--- src/rtl/alu_pkg.sv ---
// Shared definitions for the ALU issue stage: data width, opcodes,
// FSM state encoding, the queued command record and the divide-by-zero test.
package alu_pkg;

  localparam int DATA_W = 32;
  localparam int CMD_W  = 2 + 2 * DATA_W;

  localparam logic [1:0] OP_ADD = 2'b00;
  localparam logic [1:0] OP_SUB = 2'b01;
  localparam logic [1:0] OP_MUL = 2'b10;
  localparam logic [1:0] OP_DIV = 2'b11;

  typedef enum logic [1:0] {
    IDLE = 2'b00,
    EXEC = 2'b01,
    WAIT = 2'b10
  } state_e;

  // One queued command, packed as {op, a, b}
  typedef struct packed {
    logic [1:0]        op;
    logic [DATA_W-1:0] a;
    logic [DATA_W-1:0] b;
  } cmd_t;

  // True when the operation is a divide with a zero divisor; the ALU result
  // is not trusted in that case and a defined value is substituted.
  function automatic logic is_div_by_zero(input logic [1:0] op,
                                          input logic [DATA_W-1:0] b);
    return (op == OP_DIV) && (b == {DATA_W{1'b0}});
  endfunction

endpackage

--- src/rtl/alu_cmd_fifo.sv ---
// Synchronous command FIFO holding {op, a, b} records. Push is refused when
// full (even if a pop happens in the same cycle); pop is ignored when empty.
module alu_cmd_fifo
  import alu_pkg::*;
#(
  parameter  int DEPTH = 4,
  localparam int PTR_W = $clog2(DEPTH)
) (
  input  logic           clk,
  input  logic           rst,
  input  logic           push_i,
  input  logic           pop_i,
  input  cmd_t           wdata_i,
  output cmd_t           rdata_o,
  output logic [PTR_W:0] count_o,
  output logic           full_o,
  output logic           empty_o
);

  cmd_t             mem_q [DEPTH];
  logic [PTR_W-1:0] wr_ptr_q;
  logic [PTR_W-1:0] wr_ptr_d;
  logic [PTR_W-1:0] rd_ptr_q;
  logic [PTR_W-1:0] rd_ptr_d;
  logic [PTR_W:0]   count_q;
  logic [PTR_W:0]   count_d;
  logic             do_push_s;
  logic             do_pop_s;
  logic             full_s;
  logic             empty_s;

  assign full_s    = (count_q == (PTR_W + 1)'(DEPTH));
  assign empty_s   = (count_q == {(PTR_W + 1){1'b0}});
  assign do_push_s = push_i && !full_s;
  assign do_pop_s  = pop_i && !empty_s;

  assign rdata_o = mem_q[rd_ptr_q];
  assign count_o = count_q;
  assign full_o  = full_s;
  assign empty_o = empty_s;

  // Next pointer and occupancy; pointers wrap naturally at a power-of-two depth
  always_comb begin
    wr_ptr_d = wr_ptr_q;
    rd_ptr_d = rd_ptr_q;
    count_d  = count_q;
    if (do_push_s) begin
      wr_ptr_d = wr_ptr_q + PTR_W'(1);
    end else begin
      wr_ptr_d = wr_ptr_q;
    end
    if (do_pop_s) begin
      rd_ptr_d = rd_ptr_q + PTR_W'(1);
    end else begin
      rd_ptr_d = rd_ptr_q;
    end
    case ({do_push_s, do_pop_s})
      2'b10:   count_d = count_q + (PTR_W + 1)'(1);
      2'b01:   count_d = count_q - (PTR_W + 1)'(1);
      default: count_d = count_q;
    endcase
  end

  // Pointer, count and storage registers
  always_ff @(posedge clk or posedge rst) begin
    if (rst) begin
      wr_ptr_q <= {PTR_W{1'b0}};
      rd_ptr_q <= {PTR_W{1'b0}};
      count_q  <= {(PTR_W + 1){1'b0}};
      for (int i = 0; i < DEPTH; i++) begin
        mem_q[i] <= {CMD_W{1'b0}};
      end
    end else begin
      wr_ptr_q <= wr_ptr_d;
      rd_ptr_q <= rd_ptr_d;
      count_q  <= count_d;
      if (do_push_s) begin
        mem_q[wr_ptr_q] <= wdata_i;
      end
    end
  end

endmodule

--- src/rtl/alu_issue_stage.sv ---
// Issue stage in front of a combinational ALU: queues commands, drives
// registered operands to the ALU, captures the result when the ALU signals
// ready and holds it under a valid/ready handshake. Divide-by-zero results
// are replaced by zero with a flag so an undefined ALU value never escapes.
module alu_issue_stage
  import alu_pkg::*;
#(
  parameter  int DEPTH = 4,
  localparam int PTR_W = $clog2(DEPTH)
) (
  input  logic              clk,
  input  logic              rst,
  input  logic              cmd_valid,
  output logic              cmd_ready,
  input  logic [DATA_W-1:0] cmd_a,
  input  logic [DATA_W-1:0] cmd_b,
  input  logic [1:0]        cmd_op,
  output logic [DATA_W-1:0] alu_a,
  output logic [DATA_W-1:0] alu_b,
  output logic [1:0]        alu_opcode,
  input  logic [DATA_W-1:0] alu_result,
  input  logic              alu_ready,
  output logic              rsp_valid,
  input  logic              rsp_ready,
  output logic [DATA_W-1:0] rsp_result,
  output logic [1:0]        rsp_op,
  output logic              rsp_div0,
  output logic              busy
);

  state_e            state_q;
  logic [DATA_W-1:0] alu_a_q;
  logic [DATA_W-1:0] alu_b_q;
  logic [1:0]        alu_opcode_q;
  logic              rsp_valid_q;
  logic [DATA_W-1:0] rsp_result_q;
  logic [1:0]        rsp_op_q;
  logic              rsp_div0_q;

  cmd_t              wr_cmd_s;
  cmd_t              head_s;
  logic [PTR_W:0]    fifo_count_s;
  logic              fifo_full_s;
  logic              fifo_empty_s;
  logic              push_s;
  logic              pop_s;
  logic              div0_s;
  logic [DATA_W-1:0] cap_result_s;

  assign wr_cmd_s  = '{op: cmd_op, a: cmd_a, b: cmd_b};
  assign cmd_ready = !fifo_full_s;
  assign push_s    = cmd_valid && !fifo_full_s;

  alu_cmd_fifo #(
    .DEPTH (DEPTH)
  ) u_fifo (
    .clk     (clk),
    .rst     (rst),
    .push_i  (push_s),
    .pop_i   (pop_s),
    .wdata_i (wr_cmd_s),
    .rdata_o (head_s),
    .count_o (fifo_count_s),
    .full_o  (fifo_full_s),
    .empty_o (fifo_empty_s)
  );

  // Pop the FIFO head when idle, or when the held response is being accepted
  always_comb begin
    pop_s = 1'b0;
    case (state_q)
      IDLE:    pop_s = !fifo_empty_s;
      WAIT:    pop_s = rsp_ready && !fifo_empty_s;
      default: pop_s = 1'b0;
    endcase
  end

  // Value to capture: the ALU result, or zero when dividing by zero
  always_comb begin
    div0_s = is_div_by_zero(alu_opcode_q, alu_b_q);
    if (div0_s) begin
      cap_result_s = {DATA_W{1'b0}};
    end else begin
      cap_result_s = alu_result;
    end
  end

  // Issue/capture FSM with registered ALU operands and response
  always_ff @(posedge clk or posedge rst) begin
    if (rst) begin
      state_q      <= IDLE;
      alu_a_q      <= {DATA_W{1'b0}};
      alu_b_q      <= {DATA_W{1'b0}};
      alu_opcode_q <= 2'b00;
      rsp_valid_q  <= 1'b0;
      rsp_result_q <= {DATA_W{1'b0}};
      rsp_op_q     <= 2'b00;
      rsp_div0_q   <= 1'b0;
    end else begin
      case (state_q)
        IDLE: begin
          if (pop_s) begin
            alu_a_q      <= head_s.a;
            alu_b_q      <= head_s.b;
            alu_opcode_q <= head_s.op;
            state_q      <= EXEC;
          end
        end
        EXEC: begin
          if (alu_ready) begin
            rsp_result_q <= cap_result_s;
            rsp_op_q     <= alu_opcode_q;
            rsp_div0_q   <= div0_s;
            rsp_valid_q  <= 1'b1;
            state_q      <= WAIT;
          end
        end
        WAIT: begin
          if (rsp_ready) begin
            rsp_valid_q <= 1'b0;
            if (pop_s) begin
              alu_a_q      <= head_s.a;
              alu_b_q      <= head_s.b;
              alu_opcode_q <= head_s.op;
              state_q      <= EXEC;
            end else begin
              state_q <= IDLE;
            end
          end
        end
        default: begin
          rsp_valid_q <= 1'b0;
          state_q     <= IDLE;
        end
      endcase
    end
  end

  assign alu_a      = alu_a_q;
  assign alu_b      = alu_b_q;
  assign alu_opcode = alu_opcode_q;
  assign rsp_valid  = rsp_valid_q;
  assign rsp_result = rsp_result_q;
  assign rsp_op     = rsp_op_q;
  assign rsp_div0   = rsp_div0_q;
  assign busy       = (fifo_count_s != {(PTR_W + 1){1'b0}}) || (state_q != IDLE);

endmodule

--- config.mk ---
export PLATFORM = sky130hd
export DESIGN_NAME = alu_issue_stage
export DESIGN_NICKNAME = d
export VERILOG_FILES = /design/src/rtl/alu_pkg.sv /design/src/rtl/alu_cmd_fifo.sv /design/src/rtl/alu_issue_stage.sv
export SDC_FILE = /design/constraint.sdc
export NUM_CORES = 1
export LEC_CHECK = 0
export CORE_MARGIN = 5
export CORE_UTILIZATION = 36
export CTS_BUF_LIST = sky130_fd_sc_hd__clkbuf_8 sky130_fd_sc_hd__clkbuf_16
export CTS_CLUSTER_SIZE = 14
export DETAILED_ROUTE_END_ITERATION = 7
export GPL_TIMING_DRIVEN = 0
export PLACE_DENSITY = 0.66
export SLEW_MARGIN = 40
export SYNTH_ARGS = -nofsm -noshare
export SYNTH_HDL_FRONTEND = slang
export SYNTH_SLANG_ARGS = --single-unit
--- constraint.sdc ---
create_clock -name clk -period 12.95 [get_ports clk]
set_clock_uncertainty 0.1 [all_clocks]
set_input_delay 2.59 -clock clk [delete_from_list [all_inputs] [get_ports clk]]
set_output_delay 2.59 -clock clk [all_outputs]
set_load 0.005 [all_outputs]
Word-level counts from Yosys, hierarchy flattened
Index checks and enable logic that the tools add are counted.
- flip-flop bits (word level): 375
- ROM bits: 0
- logic and storage cells: 88
- input bits: 103
- latch bits: 0
- memories: 0
- RAM bits: 0
- output and inout port bits: 104
- divide/modulo/power cells: 0
- order comparisons: 3
- equal/unequal tests: 9
- bitwise gates (word level): 3
- reduce and logical (&&, ||, !) cells: 20
- shifts and indexed selects: 0
- mux-type cells: 26
- multipliers: 0
- add/sub/neg operators: 4
- operators with widths (operator ; number):
    $bwmux 264 ; 1
    $mux 66 ; 3
    $mux 32 ; 5
    $bmux 66 s2 ; 1
    $demux 66 s2 ; 1
    $pmux 32 s2 ; 2
    $logic_not 32->1 ; 1
    $mux 2 ; 5
    $eq 2x2->1 const B ; 3
    $ge 3x3->1 const B ; 2
    $logic_and 1x1->1 ; 6
    $not 2->3 ; 2
    $pmux 2 s3 ; 1
    $pmux 3 s2 ; 1
    $reduce_and 3->1 ; 2
    $reduce_bool 2->1 ; 3
    $add 2x1->2 const B ; 2
    $eq 2x1->1 const B ; 2
    $ne 2x2->1 const B ; 2
    $pmux 2 s2 ; 1
    $reduce_and 2->1 ; 2
    $add 3x1->3 const B ; 1
    $eq 3x3->1 const B ; 1
    $logic_not 3->1 ; 1
    other kinds (11) ; 14

Depth between registers and ports, before layout
Gate-level depths: netlist of the first run.
- word-level depth: 7
- depth in mapped cells: 9
- gate-level depth less buffers: 8

Modules after synthesis
Synthesis of the first run repeated with hierarchy kept, for this count alone.
- cell total of the unflattened synthesis: 964
- area, all modules: 16129.2 µm²
- by module, submodules not included (module ; instances ; seq. area each (µm²) ; cells an instance ; area each (µm²)):
    alu_cmd_fifo ; 1 ; 6781.5 ; 678 ; 11837.6
    alu_issue_stage ; 1 ; 2602.5 ; 286 ; 4291.6

Worst setup path after synthesis of the first run
No wires, ideal clock.
- kind: input -> register
- start point: in rsp_ready
- end point: reg u_fifo.count_q[2], in the netlist u_fifo.count_o[2]
- arrival time: 4.071 ns
- setup slack: 8.700 ns
- path buffers: 1
- library setup time: 0.079 ns
- data required time: 12.771 ns
- stages on the path: 9
- cells stage by stage: nor2b_1 nor3_2 buf_2 ha_1 inv_1 fa_1 xor2_1 nor2_1 xor2_1
- longest elaborated chain between the ends: 5
- elaborated cells on any way between the ends: 7
- those cells by class: eq/ne: 2; mux: 2; reduce/logical: 3
- ends and longest elaborated chain (what ; RTL line ; RTL):
    start: declaration ; alu_issue_stage.sv:24 ; input logic rsp_ready,
    $logic_and 1x1->1 * ; alu_issue_stage.sv:73 ; WAIT: pop_s = rsp_ready && !fifo_empty_s;
    $pmux 1 s2 * ; alu_issue_stage.sv:71 ; case (state_q)
    $logic_and 1x1->1 * ; alu_cmd_fifo.sv:35 ; assign do_pop_s = pop_i && !empty_s;
    named net u_fifo.do_pop_s ; alu_cmd_fifo.sv:28 ; logic do_pop_s;
    $eq 2x1->1 / $eq 2x2->1 (equally long branches) ; alu_cmd_fifo.sv:57 ; case ({do_push_s, do_pop_s})
    $pmux 3 s2 / $reduce_bool 2->1 (equally long branches) ; - ;
    end signal: assignment ; alu_cmd_fifo.sv:69 ; count_q <= {(PTR_W + 1){1'b0}};
    end signal: assignment ; alu_cmd_fifo.sv:76 ; count_q <= count_d;
    end: declaration ; alu_cmd_fifo.sv:25 ; logic [PTR_W:0] count_q;
The timed path passes the listed nets; every way through them passes the cells marked *.
A chain may end at the register's enable or synchronous reset.

Worst setup path in the final report of the first run
- start point: reg u_fifo.count_q[0], in the netlist u_fifo.count_o[0]
- end point: out busy
- longest elaborated chain between the ends: 2
- ends and longest elaborated chain (what ; RTL line ; RTL):
    $reduce_bool 3->1 ; alu_issue_stage.sv:146 ; assign busy = (fifo_count_s != {(PTR_W + 1){1'b0}}) || (state_q != IDLE);
    $logic_or 1x1->1 ; alu_issue_stage.sv:146 ;
    end: declaration ; alu_issue_stage.sv:28 ; output logic busy
Every way passes these cells.

==> flow_metrics.tcl, run 1 <==
set metrics [dict create \
    status "finished, final reports clean" \
    hp-class "register to register" \
    clkLatencyLatePin_ns 0.56 \
    fp.dieH_um 222 \
    fp.dieW_um 222 \
    synth_edf_count 0 \
    grt_start_max_net_pins 27 \
    ys_seq_elements 375 \
    cap_viol_max_count 0 \
    multi_input_area_mm2 0.00616 \
    via_per_inst 4.97 \
    dp.cells 1773 \
    setup-violations-final 0 \
    max_freq_ghz 0.210 \
    crit_end "busy" \
    r2r_cells 9 \
    ctsResizeCount 0 \
    rsz0062_at_grt "no" \
    ys_warn_count 0 \
    synthTopCellsByCount "375 x dfrtp_1, 320 x mux2_2, 66 x mux4_2" \
    synth_most_common_cell "dfrtp_1" \
    yosysSeqAreaShare 0.582 \
    grt_pass1_wl_um 60500 \
    min_period_ns 4.76 \
    p_leak_nw 8.80 \
    num_vias 9165 \
    final_cells 1845 \
    rr_startpoint "state_q[1]" \
    drive_above_1_share 0.435 \
    required_ns 10.26 \
    drt-pass1-iter-count 4 \
    fill_cells 3816 \
    tightest_slew_ns 0.738 \
    antenna_found_initial 4 \
    r2r_slack_ns 10.26 \
    relSlewSlack 0.508 \
    cp.arrival_ns 2.07 \
    netlist_instances 958 \
    start_kind "register" \
    clk_pin_slew_ns 0.05 \
    period_share 0.367 \
    cts_num_sinks 375 \
    grt.overflow.total 0 \
    first_global_vias 10200 \
    synth_area_mm2 0.0161 \
    setup_ws_ns 8.19 \
    holdBufCountCts 0 \
    area_delta_synth_final_pct 28.2 \
    io_pins 207 \
    hold_violations 0 \
    wl_um 38000 \
    report.final.slew_viol_count 0 \
    power.total_mw 5.46 \
    synth.net_count 1067 \
    async_reset_ff_frac 1.00 \
    gp_congestion 0.729 \
    criticalPathCategory "register to primary output" \
    reg2reg_to "u_fifo.count_o[2]" \
    drc 0 \
    initialDrtViolationCount 258 \
    place_ws_ns 7.55 \
    antenna_left 0 \
    root_buffer "clkbuf_16" \
    post_synth_num_cell_types 37 \
    dpl.hpwl_um 26700 \
    rows 77 \
    yosys.area.top_type_share 0.582 \
    cts_tree "built" \
    numCtsBuffers 42 \
    worstSetupStartpoint "u_fifo.count_o[0]" \
    yosys-top-cells-area "dfrtp_1 58%, mux2_2 22%, mux4_2 9.2%" \
    yosysTopAreaCell "dfrtp_1" \
    post_cts_buffers 0 \
    vdd_drop_max_v 0.000112 \
    track_usage 0.155 \
    yosys_most_used_dff "dfrtp_1" \
    power_density_mw_per_mm2 264 \
    start_util 0.365 \
    avgSynthCellArea_um2 16.8 \
    end_kind "primary output" \
    wl_per_cell_um 20.6 \
    fp.dieArea_mm2 0.0491 \
    seqCellArea_mm2 0.00938 \
    io_buffers 206 \
    final_core_util 0.468 \
    core_mm2 0.0442 \
    worst-path-max-fanout 4 \
    h-tree-depth 2 \
    clockBufferDepth 3 \
    tns_ns 0 \
    final_nets 1334 \
]
==> power breakdown <==
group | switching (mW) | internal [mW] | total [mW]
Combinational | 0.809 | 1.39 | 2.20
Sequential | 0.314 | 1.79 | 2.10
Clock | 0.481 | 0.671 | 1.15
Total | 1.60 | 3.85 | 5.46
==> stage by stage <==
stage	hold slack (ns)	area, µm²
after global routing	0.408	20700
after global placement	0.369	18900
after detailed placement	0.381	19300
after CTS	0.393	20700
final	0.387	20700
after floorplan	0.355	16100
==> final cells by class <==
class | instances | share of cell area
plain buffers | 67 | 0.0271
clock buffers | 49 | 0.0555
repair buffers | 223 | 0.119
multi-input cells | 509 | 0.298
flip-flops and latches | 375 | 0.454
inverters | 7 | 0.00145
well taps | 592 | 0.0358
clock inverters | 21 | 0.00847
diodes | 2 | 0.000242
==> placed cells by master (no fill, tap or decap), drive strengths merged, types with 2 or more instances in the layout <==
cell type / n
o21ai: 2
dfrtp: 375
diode: 2
clkinv: 9
xor2: 4
or4: 4
nand3: 4
inv: 15
mux2i: 33
ha: 5
clkdlybuf4s50: 206
clkinvlp: 2
nand2: 3
mux2: 333
nor3: 3
buf: 80
xnor2: 2
bufinv: 2
mux4: 66
nor4: 4
a31oi: 32
clkbuf: 53
nor2: 3
==> cell families after synthesis <==
family | after synthesis | share of synthesized area
adder cells (fa/ha/maj) | 6 | 0.00512
buffers and inverters | 74 | 0.0364
AO/OA/AOI/OAI | 36 | 0.0140
flip-flops | 375 | 0.582
AND/OR/NAND/NOR | 29 | 0.0142
multiplexers | 432 | 0.345
XOR/XNOR | 6 | 0.00326
==> worst min path at each step <==
stage                            startpoint                end  slack [ns]  cells past startpoint
after floorplan           u_fifo.count_o[2]  u_fifo.count_o[2]        0.35                      1
after global placement    u_fifo.mem_q[221]  u_fifo.mem_q[221]        0.37                      1
after detailed placement  u_fifo.mem_q[212]  u_fifo.mem_q[212]        0.38                      1
after CTS                 u_fifo.mem_q[212]  u_fifo.mem_q[212]        0.39                      1
after global routing        u_fifo.mem_q[0]    u_fifo.mem_q[0]        0.41                      1
final                     u_fifo.mem_q[210]  u_fifo.mem_q[210]        0.39                      1
==> per-layer routing <==
layer / track usage / up-vias / part of all wire
met1: 0.206 / 4829 / 0.44
li1: - / 4101 / -
met3: 0.0436 / 58 / 0.054
met4: 0.0370 / 4 / 0.021
met5: 0 / - / 0.00055
met2: 0.255 / 173 / 0.49
==> worst max-delay path: stages, from the launching register on <==
cell and delay [ns]:
dfrtp_1 0.41, nor3_1 0.37, nand2_1 0.22, clkdlybuf4s50_1 0.51
==> sequential cells by signal, indices dropped and copies added (netlist names) <==
| name | count |
|---|---|
| u_fifo.mem_q | 264 |
| u_fifo.count_o | 3 |
| alu_a | 32 |
| u_fifo.wr_ptr_q | 2 |
| alu_opcode | 2 |
| alu_b | 32 |
| u_fifo.rd_ptr_q | 2 |
| rsp_valid | 1 |
| rsp_result | 32 |
| rsp_div0 | 1 |
| rsp_op | 2 |
| state_q | 2 |
(Power assumes the default switching activity.)
==> run 2, diff against run 1 <==
==> constraint.sdc (replaced) <==
create_clock -name clk -period 4.25 [get_ports clk]
set_clock_uncertainty 0.1 [all_clocks]
set_input_delay 0.85 -clock clk [delete_from_list [all_inputs] [get_ports clk]]
set_output_delay 0.85 -clock clk [all_outputs]
set_load 0.005 [all_outputs]
==> results of run 2 <==
Same layout as run 1 (identical final DEF). Status: finished, final reports clean.
Main changes from that run: setup slack after placement 7.55 ns -> 0.590 ns; setup slack after layout 8.19 ns -> 1.23 ns; register-to-register setup slack 10.26 ns -> 1.56 ns; total power 5.46 mW -> 16.6 mW; worst IR drop on VDD 0.000112 V -> 0.000341 V
